$ cat config.mk
export PLATFORM = sky130hd
export DESIGN_NAME = riscv_multicycle_ctrl_flat
export DESIGN_NICKNAME = d
export VERILOG_FILES = /design/src/rtl/riscv_multicycle_ctrl_pkg.sv /design/src/rtl/riscv_multicycle_ctrl_if.sv /design/src/rtl/riscv_multicycle_ctrl_alu_dec.sv /design/src/rtl/riscv_multicycle_ctrl.sv /design/src/flat_wrapper.sv
export SDC_FILE = /design/constraint.sdc
export NUM_CORES = 1
export LEC_CHECK = 0
export ABC_AREA = 1
export CORE_AREA = 2 2 103 75
export CTS_CLUSTER_DIAMETER = 40
export DETAILED_ROUTE_END_ITERATION = 16
export DIE_AREA = 0 0 105 77
export PLACE_DENSITY_LB_ADDON = 0.2
export SYNTH_ARGS = -nofsm -noshare
export SYNTH_HDL_FRONTEND = slang
export SYNTH_SLANG_ARGS = --single-unit
$ cat constraint.sdc
create_clock -name clk -period 3.35 [get_ports clk]
set_input_delay 0.67 -clock clk [delete_from_list [all_inputs] [get_ports clk]]
set_output_delay 0.67 -clock clk [all_outputs]
set_load 0.02 [all_outputs]
$ cat src/rtl/riscv_multicycle_ctrl_pkg.sv
// Shared definitions for the multicycle RISC-V controller.
// Contents: FSM state encoding, ALU operation codes, opcode/funct3 values,
// and datapath mux select encodings. No ports.
package riscv_ctrl_pkg;

  typedef enum logic [3:0] {
    FETCH  = 4'd0,
    DECODE = 4'd1,
    MEMADR = 4'd2,
    MEMRD  = 4'd3,
    MEMWB  = 4'd4,
    MEMWR  = 4'd5,
    EXEC_R = 4'd6,
    EXEC_I = 4'd7,
    ALUWB  = 4'd8,
    BRANCH = 4'd9,
    JAL    = 4'd10,
    FAULT  = 4'd11
  } state_t;

  localparam logic [3:0] ALU_AND = 4'd0, ALU_OR = 4'd1, ALU_ADD = 4'd2,
                         ALU_SUB = 4'd6, ALU_SLT = 4'd7, ALU_NOR = 4'd12;

  localparam logic [6:0] OP_RTYPE  = 7'b0110011, OP_ITYPE = 7'b0010011,
                         OP_LOAD   = 7'b0000011, OP_STORE = 7'b0100011,
                         OP_BRANCH = 7'b1100011, OP_JAL   = 7'b1101111;

  localparam logic [2:0] F3_ADD = 3'b000, F3_SLT = 3'b010, F3_OR  = 3'b110,
                         F3_AND = 3'b111, F3_WORD = 3'b010,
                         F3_BEQ = 3'b000, F3_BNE = 3'b001;

  localparam logic [1:0] SRC_A_PC = 2'd0, SRC_A_OLDPC = 2'd1, SRC_A_RS1 = 2'd2;
  localparam logic [1:0] SRC_B_RS2 = 2'd0, SRC_B_FOUR = 2'd1, SRC_B_IMM = 2'd2;
  localparam logic [1:0] WB_ALUOUT = 2'd0, WB_MEM = 2'd1, WB_PC = 2'd2;
  localparam logic       PC_SRC_ALU = 1'b0, PC_SRC_ALUOUT = 1'b1;

endpackage

$ cat src/rtl/riscv_multicycle_ctrl_if.sv
// Controller <-> datapath/memory bundle.
// master: controller side (consumes instruction fields, zero, mem_ready;
//         drives ALU control, mux selects, enables, fault, retired, state).
// slave:  datapath side (mirror directions).
interface riscv_multicycle_ctrl_if #(
  parameter int CNT_W = 32
);
  logic [6:0]       opcode;
  logic [2:0]       funct3;
  logic             funct7b5;
  logic             zero;
  logic             mem_ready;
  logic [3:0]       alu_ctl;
  logic [1:0]       alu_src_a;
  logic [1:0]       alu_src_b;
  logic             iord;
  logic             mem_read;
  logic             mem_write;
  logic             ir_write;
  logic             pc_write;
  logic             pc_src;
  logic             reg_write;
  logic [1:0]       wb_sel;
  logic             fault;
  logic [CNT_W-1:0] retired;
  logic [3:0]       state;

  modport master (
    input  opcode, funct3, funct7b5, zero, mem_ready,
    output alu_ctl, alu_src_a, alu_src_b, iord, mem_read, mem_write,
           ir_write, pc_write, pc_src, reg_write, wb_sel, fault, retired, state
  );

  modport slave (
    output opcode, funct3, funct7b5, zero, mem_ready,
    input  alu_ctl, alu_src_a, alu_src_b, iord, mem_read, mem_write,
           ir_write, pc_write, pc_src, reg_write, wb_sel, fault, retired, state
  );
endinterface

$ cat src/rtl/riscv_multicycle_ctrl_alu_dec.sv
// ALU operation decoder shared by the R-type and I-type execute states.
// Ports: funct3, funct7b5 (instruction bits), use_f7 (1 for R-type so that
// funct7b5 selects SUB), alu_ctl (operation), illegal (unsupported funct3).
module riscv_alu_dec
  import riscv_ctrl_pkg::*;
(
  input  logic [2:0] funct3,
  input  logic       funct7b5,
  input  logic       use_f7,
  output logic [3:0] alu_ctl,
  output logic       illegal
);

  // Illegal encodings report ADD on alu_ctl; the FSM faults on them anyway.
  always_comb begin
    alu_ctl = ALU_ADD;
    illegal = 1'b0;
    case (funct3)
      F3_ADD:  alu_ctl = (use_f7 && funct7b5) ? ALU_SUB : ALU_ADD;
      F3_AND:  alu_ctl = ALU_AND;
      F3_OR:   alu_ctl = ALU_OR;
      F3_SLT:  alu_ctl = ALU_SLT;
      default: illegal = 1'b1;
    endcase
  end

endmodule

$ cat src/rtl/riscv_multicycle_ctrl.sv
// Multicycle RISC-V control FSM: sequences fetch/decode/execute/memory/
// writeback, drives ALU op and datapath selects, counts retired instructions.
// Ports: clk, reset (sync, active-high), bus (master modport: opcode,
// funct3, funct7b5, zero, mem_ready in; alu_ctl, alu_src_a/b, iord,
// mem_read/write, ir_write, pc_write, pc_src, reg_write, wb_sel, fault,
// retired, state out).
module riscv_multicycle_ctrl #(
  parameter int CNT_W       = 32,
  parameter int MEM_TIMEOUT = 255
) (
  input  logic                    clk,
  input  logic                    reset,
  riscv_multicycle_ctrl_if.master bus
);
  import riscv_ctrl_pkg::*;

  localparam int WAIT_W = (MEM_TIMEOUT > 1) ? $clog2(MEM_TIMEOUT + 1) : 1;

  state_t             state_q, state_d;
  logic [WAIT_W-1:0]  wait_q;
  logic               fault_q;
  logic [CNT_W-1:0]   retired_q;
  logic [3:0]         dec_alu;
  logic               dec_illegal;
  logic               retire;
  logic               mem_wait_state;
  logic               timeout;

  riscv_alu_dec u_alu_dec (
    .funct3   (bus.funct3),
    .funct7b5 (bus.funct7b5),
    .use_f7   (state_q == EXEC_R),
    .alu_ctl  (dec_alu),
    .illegal  (dec_illegal)
  );

  // wait_q holds the count of earlier stalled cycles, so the fault fires on
  // the MEM_TIMEOUT-th consecutive mem_ready=0 cycle.
  assign mem_wait_state = (state_q == FETCH) || (state_q == MEMRD) || (state_q == MEMWR);
  assign timeout = (MEM_TIMEOUT > 0) && mem_wait_state && !bus.mem_ready &&
                   (wait_q == WAIT_W'(MEM_TIMEOUT - 1));

  always_comb begin
    state_d = state_q;
    retire  = 1'b0;
    unique case (state_q)
      FETCH:  if (timeout) state_d = FAULT; else if (bus.mem_ready) state_d = DECODE;
      DECODE: begin
        case (bus.opcode)
          OP_RTYPE:          state_d = EXEC_R;
          OP_ITYPE:          state_d = EXEC_I;
          OP_LOAD, OP_STORE: state_d = MEMADR;
          OP_BRANCH:         state_d = BRANCH;
          OP_JAL:            state_d = JAL;
          default:           state_d = FAULT;
        endcase
      end
      EXEC_R, EXEC_I: state_d = dec_illegal ? FAULT : ALUWB;
      ALUWB, MEMWB, JAL: begin
        retire  = 1'b1;
        state_d = FETCH;
      end
      MEMADR: begin
        if (bus.funct3 != F3_WORD)        state_d = FAULT;
        else if (bus.opcode == OP_LOAD)   state_d = MEMRD;
        else                              state_d = MEMWR;
      end
      MEMRD:  if (timeout) state_d = FAULT; else if (bus.mem_ready) state_d = MEMWB;
      MEMWR: begin
        if (timeout) state_d = FAULT;
        else if (bus.mem_ready) begin
          retire  = 1'b1;
          state_d = FETCH;
        end
      end
      BRANCH: begin
        if (bus.funct3 == F3_BEQ || bus.funct3 == F3_BNE) begin
          retire  = 1'b1;
          state_d = FETCH;
        end else begin
          state_d = FAULT;
        end
      end
      default: state_d = FAULT;
    endcase
  end

  always_ff @(posedge clk) begin
    if (reset) begin
      state_q   <= FETCH;
      wait_q    <= '0;
      fault_q   <= 1'b0;
      retired_q <= '0;
    end else begin
      state_q <= state_d;
      fault_q <= fault_q | (state_d == FAULT);
      if (mem_wait_state && !bus.mem_ready && state_d == state_q) wait_q <= wait_q + 1'b1;
      else                                                        wait_q <= '0;
      if (retire) retired_q <= retired_q + 1'b1;
    end
  end

  always_comb begin
    bus.alu_ctl   = '0;
    bus.alu_src_a = '0;
    bus.alu_src_b = '0;
    bus.iord      = 1'b0;
    bus.mem_read  = 1'b0;
    bus.mem_write = 1'b0;
    bus.ir_write  = 1'b0;
    bus.pc_write  = 1'b0;
    bus.pc_src    = 1'b0;
    bus.reg_write = 1'b0;
    bus.wb_sel    = '0;
    unique case (state_q)
      FETCH: begin
        bus.mem_read = 1'b1;
        if (bus.mem_ready) begin
          bus.ir_write  = 1'b1;
          bus.alu_src_a = SRC_A_PC;
          bus.alu_src_b = SRC_B_FOUR;
          bus.alu_ctl   = ALU_ADD;
          bus.pc_write  = 1'b1;
          bus.pc_src    = PC_SRC_ALU;
        end
      end
      DECODE: begin
        bus.alu_src_a = SRC_A_OLDPC;
        bus.alu_src_b = SRC_B_IMM;
        bus.alu_ctl   = ALU_ADD;
      end
      EXEC_R: begin
        bus.alu_src_a = SRC_A_RS1;
        bus.alu_src_b = SRC_B_RS2;
        bus.alu_ctl   = dec_alu;
      end
      EXEC_I: begin
        bus.alu_src_a = SRC_A_RS1;
        bus.alu_src_b = SRC_B_IMM;
        bus.alu_ctl   = dec_alu;
      end
      ALUWB: begin
        bus.reg_write = 1'b1;
        bus.wb_sel    = WB_ALUOUT;
      end
      MEMADR: begin
        bus.alu_src_a = SRC_A_RS1;
        bus.alu_src_b = SRC_B_IMM;
        bus.alu_ctl   = ALU_ADD;
      end
      MEMRD: begin
        bus.mem_read = 1'b1;
        bus.iord     = 1'b1;
      end
      MEMWB: begin
        bus.reg_write = 1'b1;
        bus.wb_sel    = WB_MEM;
      end
      MEMWR: begin
        bus.mem_write = 1'b1;
        bus.iord      = 1'b1;
      end
      BRANCH: begin
        bus.alu_src_a = SRC_A_RS1;
        bus.alu_src_b = SRC_B_RS2;
        bus.alu_ctl   = ALU_SUB;
        bus.pc_src    = PC_SRC_ALUOUT;
        bus.pc_write  = (bus.funct3 == F3_BEQ) ? bus.zero :
                        (bus.funct3 == F3_BNE) ? ~bus.zero : 1'b0;
      end
      JAL: begin
        bus.reg_write = 1'b1;
        bus.wb_sel    = WB_PC;
        bus.pc_write  = 1'b1;
        bus.pc_src    = PC_SRC_ALUOUT;
      end
      default: ;
    endcase
  end

  assign bus.fault   = fault_q;
  assign bus.retired = retired_q;
  assign bus.state   = state_q;

endmodule

$ cat src/flat_wrapper.sv
// flat-port wrapper written by rule: the top's interface ports become plain ports
module riscv_multicycle_ctrl_flat import riscv_ctrl_pkg::*;
#(
  parameter int CNT_W       = 32,
  parameter int MEM_TIMEOUT = 255
)
  (clk, reset, bus_opcode, bus_funct3, bus_funct7b5, bus_zero, bus_mem_ready, bus_alu_ctl, bus_alu_src_a, bus_alu_src_b, bus_iord, bus_mem_read, bus_mem_write, bus_ir_write, bus_pc_write, bus_pc_src, bus_reg_write, bus_wb_sel, bus_fault, bus_retired, bus_state);
  riscv_multicycle_ctrl_if #(.CNT_W(CNT_W)) bus_i ();
  input  logic clk;
  input  logic reset;
  input wire logic [$bits(bus_i.opcode)-1:0] bus_opcode;
  input wire logic [$bits(bus_i.funct3)-1:0] bus_funct3;
  input wire logic [$bits(bus_i.funct7b5)-1:0] bus_funct7b5;
  input wire logic [$bits(bus_i.zero)-1:0] bus_zero;
  input wire logic [$bits(bus_i.mem_ready)-1:0] bus_mem_ready;
  output wire logic [$bits(bus_i.alu_ctl)-1:0] bus_alu_ctl;
  output wire logic [$bits(bus_i.alu_src_a)-1:0] bus_alu_src_a;
  output wire logic [$bits(bus_i.alu_src_b)-1:0] bus_alu_src_b;
  output wire logic [$bits(bus_i.iord)-1:0] bus_iord;
  output wire logic [$bits(bus_i.mem_read)-1:0] bus_mem_read;
  output wire logic [$bits(bus_i.mem_write)-1:0] bus_mem_write;
  output wire logic [$bits(bus_i.ir_write)-1:0] bus_ir_write;
  output wire logic [$bits(bus_i.pc_write)-1:0] bus_pc_write;
  output wire logic [$bits(bus_i.pc_src)-1:0] bus_pc_src;
  output wire logic [$bits(bus_i.reg_write)-1:0] bus_reg_write;
  output wire logic [$bits(bus_i.wb_sel)-1:0] bus_wb_sel;
  output wire logic [$bits(bus_i.fault)-1:0] bus_fault;
  output wire logic [$bits(bus_i.retired)-1:0] bus_retired;
  output wire logic [$bits(bus_i.state)-1:0] bus_state;
  assign bus_i.opcode = bus_opcode;
  assign bus_i.funct3 = bus_funct3;
  assign bus_i.funct7b5 = bus_funct7b5;
  assign bus_i.zero = bus_zero;
  assign bus_i.mem_ready = bus_mem_ready;
  assign bus_alu_ctl = bus_i.alu_ctl;
  assign bus_alu_src_a = bus_i.alu_src_a;
  assign bus_alu_src_b = bus_i.alu_src_b;
  assign bus_iord = bus_i.iord;
  assign bus_mem_read = bus_i.mem_read;
  assign bus_mem_write = bus_i.mem_write;
  assign bus_ir_write = bus_i.ir_write;
  assign bus_pc_write = bus_i.pc_write;
  assign bus_pc_src = bus_i.pc_src;
  assign bus_reg_write = bus_i.reg_write;
  assign bus_wb_sel = bus_i.wb_sel;
  assign bus_fault = bus_i.fault;
  assign bus_retired = bus_i.retired;
  assign bus_state = bus_i.state;
  riscv_multicycle_ctrl #(.CNT_W(CNT_W), .MEM_TIMEOUT(MEM_TIMEOUT)) u_core (.clk(clk), .reset(reset), .bus(bus_i));
endmodule
[After elaboration in Yosys (flattened, before gate mapping)]
Cells that the tools add are included.
Word-level totals
  bits in registers: 45
  input port bits: 15
  output and inout bits: 54
  logic and storage cells: 87
Cells by class
  add/subtract/negate cells: 2
  eq/ne operators: 24
  muxes and demuxes: 33
  bitwise gates (word level): 3
  reductions and logical operators: 21
Operators with widths (count)
  $add A32 B1 Y32 const B: 1
  $mux W4: 8
  $pmux W4 S8: 1
  $pmux W4 S5: 1
  $eq A4 B3 Y1 const B: 4
  $eq A4 B4 Y1 const B: 4
  $pmux W4 S4: 1
  $eq A7 B6 Y1 const B: 2
  $eq A7 B7 Y1 const B: 2
  $reduce_or A2 Y1: 7
  $mux W1: 12
  $pmux W2 S2: 3
  $pmux W3 S4: 1
  $add A8 B1 Y8 const B: 1
  $eq A4 B2 Y1 const B: 2
  $eq A8 B8 Y1 const B: 1
  $reduce_or A4 Y1: 2
  $eq A7 B2 Y1 const B: 1
  $eq A7 B5 Y1 const B: 1
  $eq A3 B3 Y1 const B: 2
  $mux W3: 2
  $pmux W1 S3: 2
  $reduce_or A3 Y1: 2
  $eq A4 B1 Y1 const B: 1
  12 further kinds: 19

[Logic depth before layout (Yosys ltp)]
  depth after elaboration: 11
  mapped depth: 12
  mapped depth without buffers: 12

[Cells and area by module]
From an unflattened synthesis, not the netlist that was laid out.
Second synthesis, totals
  cells, all modules: 516
  area, all modules: 3006.6 µm²
Modules (own cells, without submodules)
  riscv_multicycle_ctrl: instances 1, cells an instance 505, area an instance 2957.8 µm², seq. area each 900.9 µm²
  riscv_alu_dec: instances 1, cells an instance 11, area an instance 48.8 µm², seq. area each 0.0 µm²

[Worst setup path before layout]
No wires, ideal clock.
  kind: input port to output port
  start: input bus_mem_ready
  end: output bus_alu_ctl[1]
  arrival: 1586 ps
  required time: 2680 ps
  slack: 1094 ps
  cell stages on the path: 2
  path buffers: 0
  path through: nor2_1 > o311ai_0
Between the ends
  cells in the longest elaborated chain, start to end: 2
RTL lines
  start: declaration: RTL line flat_wrapper.sv:15  | input wire logic [$bits(bus_i.mem_ready)-1:0] bus_mem_ready;
  $mux W2: RTL line riscv_multicycle_ctrl.sv:118  | if (bus.mem_ready) begin
  $pmux W4 S4: RTL line riscv_multicycle_ctrl.sv:115  | unique case (state_q)
  end: declaration: RTL line flat_wrapper.sv:16  | output wire logic [$bits(bus_i.alu_ctl)-1:0] bus_alu_ctl;
Every way passes these cells.

[Worst setup path after layout]
  start: input bus_mem_ready
  end: output bus_pc_write
Between the ends
  cells in the longest elaborated chain, start to end: 2
RTL lines
  $mux W1: RTL line riscv_multicycle_ctrl.sv:118
  $pmux W1 S3: RTL line riscv_multicycle_ctrl.sv:115
  end: declaration: RTL line flat_wrapper.sv:23  | output wire logic [$bits(bus_i.pc_write)-1:0] bus_pc_write;
Every way passes these cells.

==> flow_metrics.py <==
metrics = {
    "timing": {
        "finalHoldViolations": 0,
        "post-route-min-period_ps": 2960,
        "fin_crit_sh_pct": 88.2,
        "rsz0062_at_grt": "no",
        "tightest_slew_ps": 694,
        "relSlewSlack_pct": 53.4,
        "fin_worst_skew_ps": 6.10,
        "setup_viol": 0,
        "max_freq_ghz": 0.338,
        "finalSetupTns_ps": 0,
        "drv_slew": 0,
        "whs_ps": 457,
    },
    "grt": {
        "grt-ovfl-total": 0,
        "antenna_found_initial": 0,
        "grt_start_max_net_pins": 35,
        "grt_pass1_wl_mm": 14.3,
        "grt_usage_pct": 21.6,
        "grt_pass1_vias": 2941,
    },
    "die": {
        "io_pins": 69,
        "rows": 26,
        "die_w_um": 105,
        "core_area_um2": 7090,
        "initial_core_util_pct": 44.4,
        "die_y_um": 77,
        "dieArea_um2": 8090,
    },
    "clocking": {
        "clk_pin_slew_ps": 90,
        "post_cts_buffers": 0,
        "clock_latency_ps": 310,
        "h-tree-depth": 2,
        "cts_hold_buf": 0,
        "numCtsBuffers": 5,
        "cts_tree": "yes",
        "clock-sinks": 45,
        "ctsResizeCount": 0,
        "cts.root.buffer_cell": "clkbuf_8",
        "cts.path.max_buffers": 2,
    },
    "detailed_routing": {
        "vias_per_cell": 5.05,
        "postRouteAntennaNets": 0,
        "wl_met3_um": 825,
        "highest_layer": "met4",
        "drt_first_pass_iters": 5,
        "wl_per_cell_um": 12.8,
        "drc": 0,
        "routed_wl_mm": 8.61,
        "wl_met1_mm": 4.39,
        "dr.first_iter.drc_count": 230,
        "vias": 3401,
        "met2_length_mm": 3.31,
    },
    "final_layout": {
        "drive_above_1_share_pct": 10.3,
        "diodes": 0,
        "utilization_pct": 55.8,
        "fin_nets": 592,
        "fillCellCount": 751,
        "syn_to_final_growth_pct": 25.6,
    },
    "pwr": {
        "p_leak_nw": 1.47,
        "finalPower_mw": 1.69,
        "vdd_ir_drop_max_mv": 0.233,
        "powerDensity_nw_per_um2": 428,
    },
    "logic_synthesis": {
        "synth_common_cells": "nand2_1 (168), nor2_1 (79), inv_1 (50)",
        "synth_nets": 527,
        "avgSynthCellArea_um2": 6.19,
        "ys_ff_latch": 45,
        "synth_edf_count": 0,
        "synth_cell_types": 35,
        "synth_area_leader_cell": "dfxtp_1",
        "yosysSeqAreaShare_pct": 28.6,
        "synth_top_cell_area_share_pct": 28.6,
        "synthCells": 509,
        "syn_area_um2": 3150,
        "synth_flop_cell": "dfxtp_1",
        "synth_area_leaders": "dfxtp_1 (29%), nand2_1 (20%), nor2_1 (9.4%)",
        "yosysMostFrequentCell": "nand2_1",
        "async_flop_share_pct": 0,
        "ys_warn_count": 0,
    },
    "worst_setup_path": {
        "cp_max_fo": 9,
        "rr_worst_depth": 7,
        "startpoint_type": "primary input",
        "worstPathRequired_ps": 2680,
        "critPathKind": "primary input to primary output",
        "r2r_setup_slack_ps": 1060,
        "arrival_ps": 2290,
        "worstSetupEndpointType": "primary output",
        "worstReg2RegStart": "u_core.bus.retired[0]",
        "reg2reg_to": "u_core.bus.retired[16]",
    },
    "min_path": {
        "holdCritPathClass": "flip-flop to flip-flop",
        "worstHoldStart": "u_core.bus.fault",
        "hold_path_depth": 2,
        "hold_end": "u_core.bus.fault",
    },
    "place": {
        "io_buffers": 67,
        "place_congestion": 1.01,
        "detailedPlacementHpwl_mm": 6.68,
    },
    "run_status": {
        "status": "completed",
    },
    "run": {
        "max_cap_viol_count": 0,
    },
}
cell families (layout without fill, tap and decap cells):
| kind of cell | after synthesis | after routing | synth area share [%] |
|---|---|---|---|
| AOI/OAI and AO/OA | 48 | 48 | 10.9 |
| xor gates and xnor gates | 16 | 16 | 4.45 |
| and+or+nand+nor | 329 | 329 | 45.0 |
| buffers and inverters | 67 | 133 | 9.69 |
| other | 1 | 1 | 0.119 |
| DFF | 45 | 45 | 28.6 |
| adders and majority gates | 3 | 3 | 1.19 |
layout make-up:
type                            instances  area, um^2  share of cell area [%]
Sequential cell                        45         901                    22.8
Clock buffer                            5        68.8                    1.74
Inverter                               57         219                    5.54
Timing Repair Buffer                   68         678                    17.1
Multi-Input combinational cell        397        1940                    49.1
Tap cell                               98         123                    3.10
Clock inverter                          3        22.5                   0.569
sequential cells by signal (all words and copies together) (netlist names):
signal,cells
u_core.bus.retired,32
u_core.bus.state,4
u_core.bus.fault,1
u_core.wait_q,8
per-stage QoR:
step | worst slack [ps] | std cells | instance area, um^2
after CTS | 377 | 673 | 3960
after global routing | 314 | 673 | 3960
final | 395 | 673 | 3960
after detailed placement | 376 | 665 | 3860
after global placement | 402 | 665 | 3860
after floorplan | 1090 | 509 | 3150
worst max-delay path, stage by stage:
cell and delay [ps]:
clkdlybuf4s50_1 520, clkinv_1 220, o221ai_1 240, clkdlybuf4s50_1 630
cells in the final DEF, fill, tap and decap left out, types with 3 or more instances in the layout:
cell and count:
clkbuf_8 5, o21ai_0 10, nand3_1 27, clkinvlp_4 3, a21oi_2 18, inv_1 50, nand2_2 20, nand4_1 5
nand3b_1 7, nand2_1 168, nor2_1 79, xor2_1 12, inv_2 5, dfxtp_1 45, ha_1 3, a21oi_1 13
xnor2_1 4, clkdlybuf4s50_1 67, nor3_1 18
layer usage:
metal,GRT usage (%),vias up
met1,33.9,1505
met4,4.67,0
met3,3.91,7
met2,30.0,158
li1,-,1731
met5,0,-
worst max-delay path by stage:
stage               slack (ps)             end          start  cells after the start
floorplan                 1090  bus_alu_ctl[1]  bus_mem_ready                      2
detailed placement         380    bus_pc_write  bus_mem_ready                      4
finish                     390    bus_pc_write  bus_mem_ready                      4
CTS                        380    bus_pc_write  bus_mem_ready                      4
global placement           400    bus_pc_write  bus_mem_ready                      4
global route               310    bus_pc_write  bus_mem_ready                      4
report_power, final:
group	internal, mW	switching (mW)	total [mW]
registers	0.569	0.0545	0.623
clock network	0.147	0.204	0.350
logic	0.266	0.452	0.718
total	0.981	0.710	1.69
(Power assumes the default switching activity.)
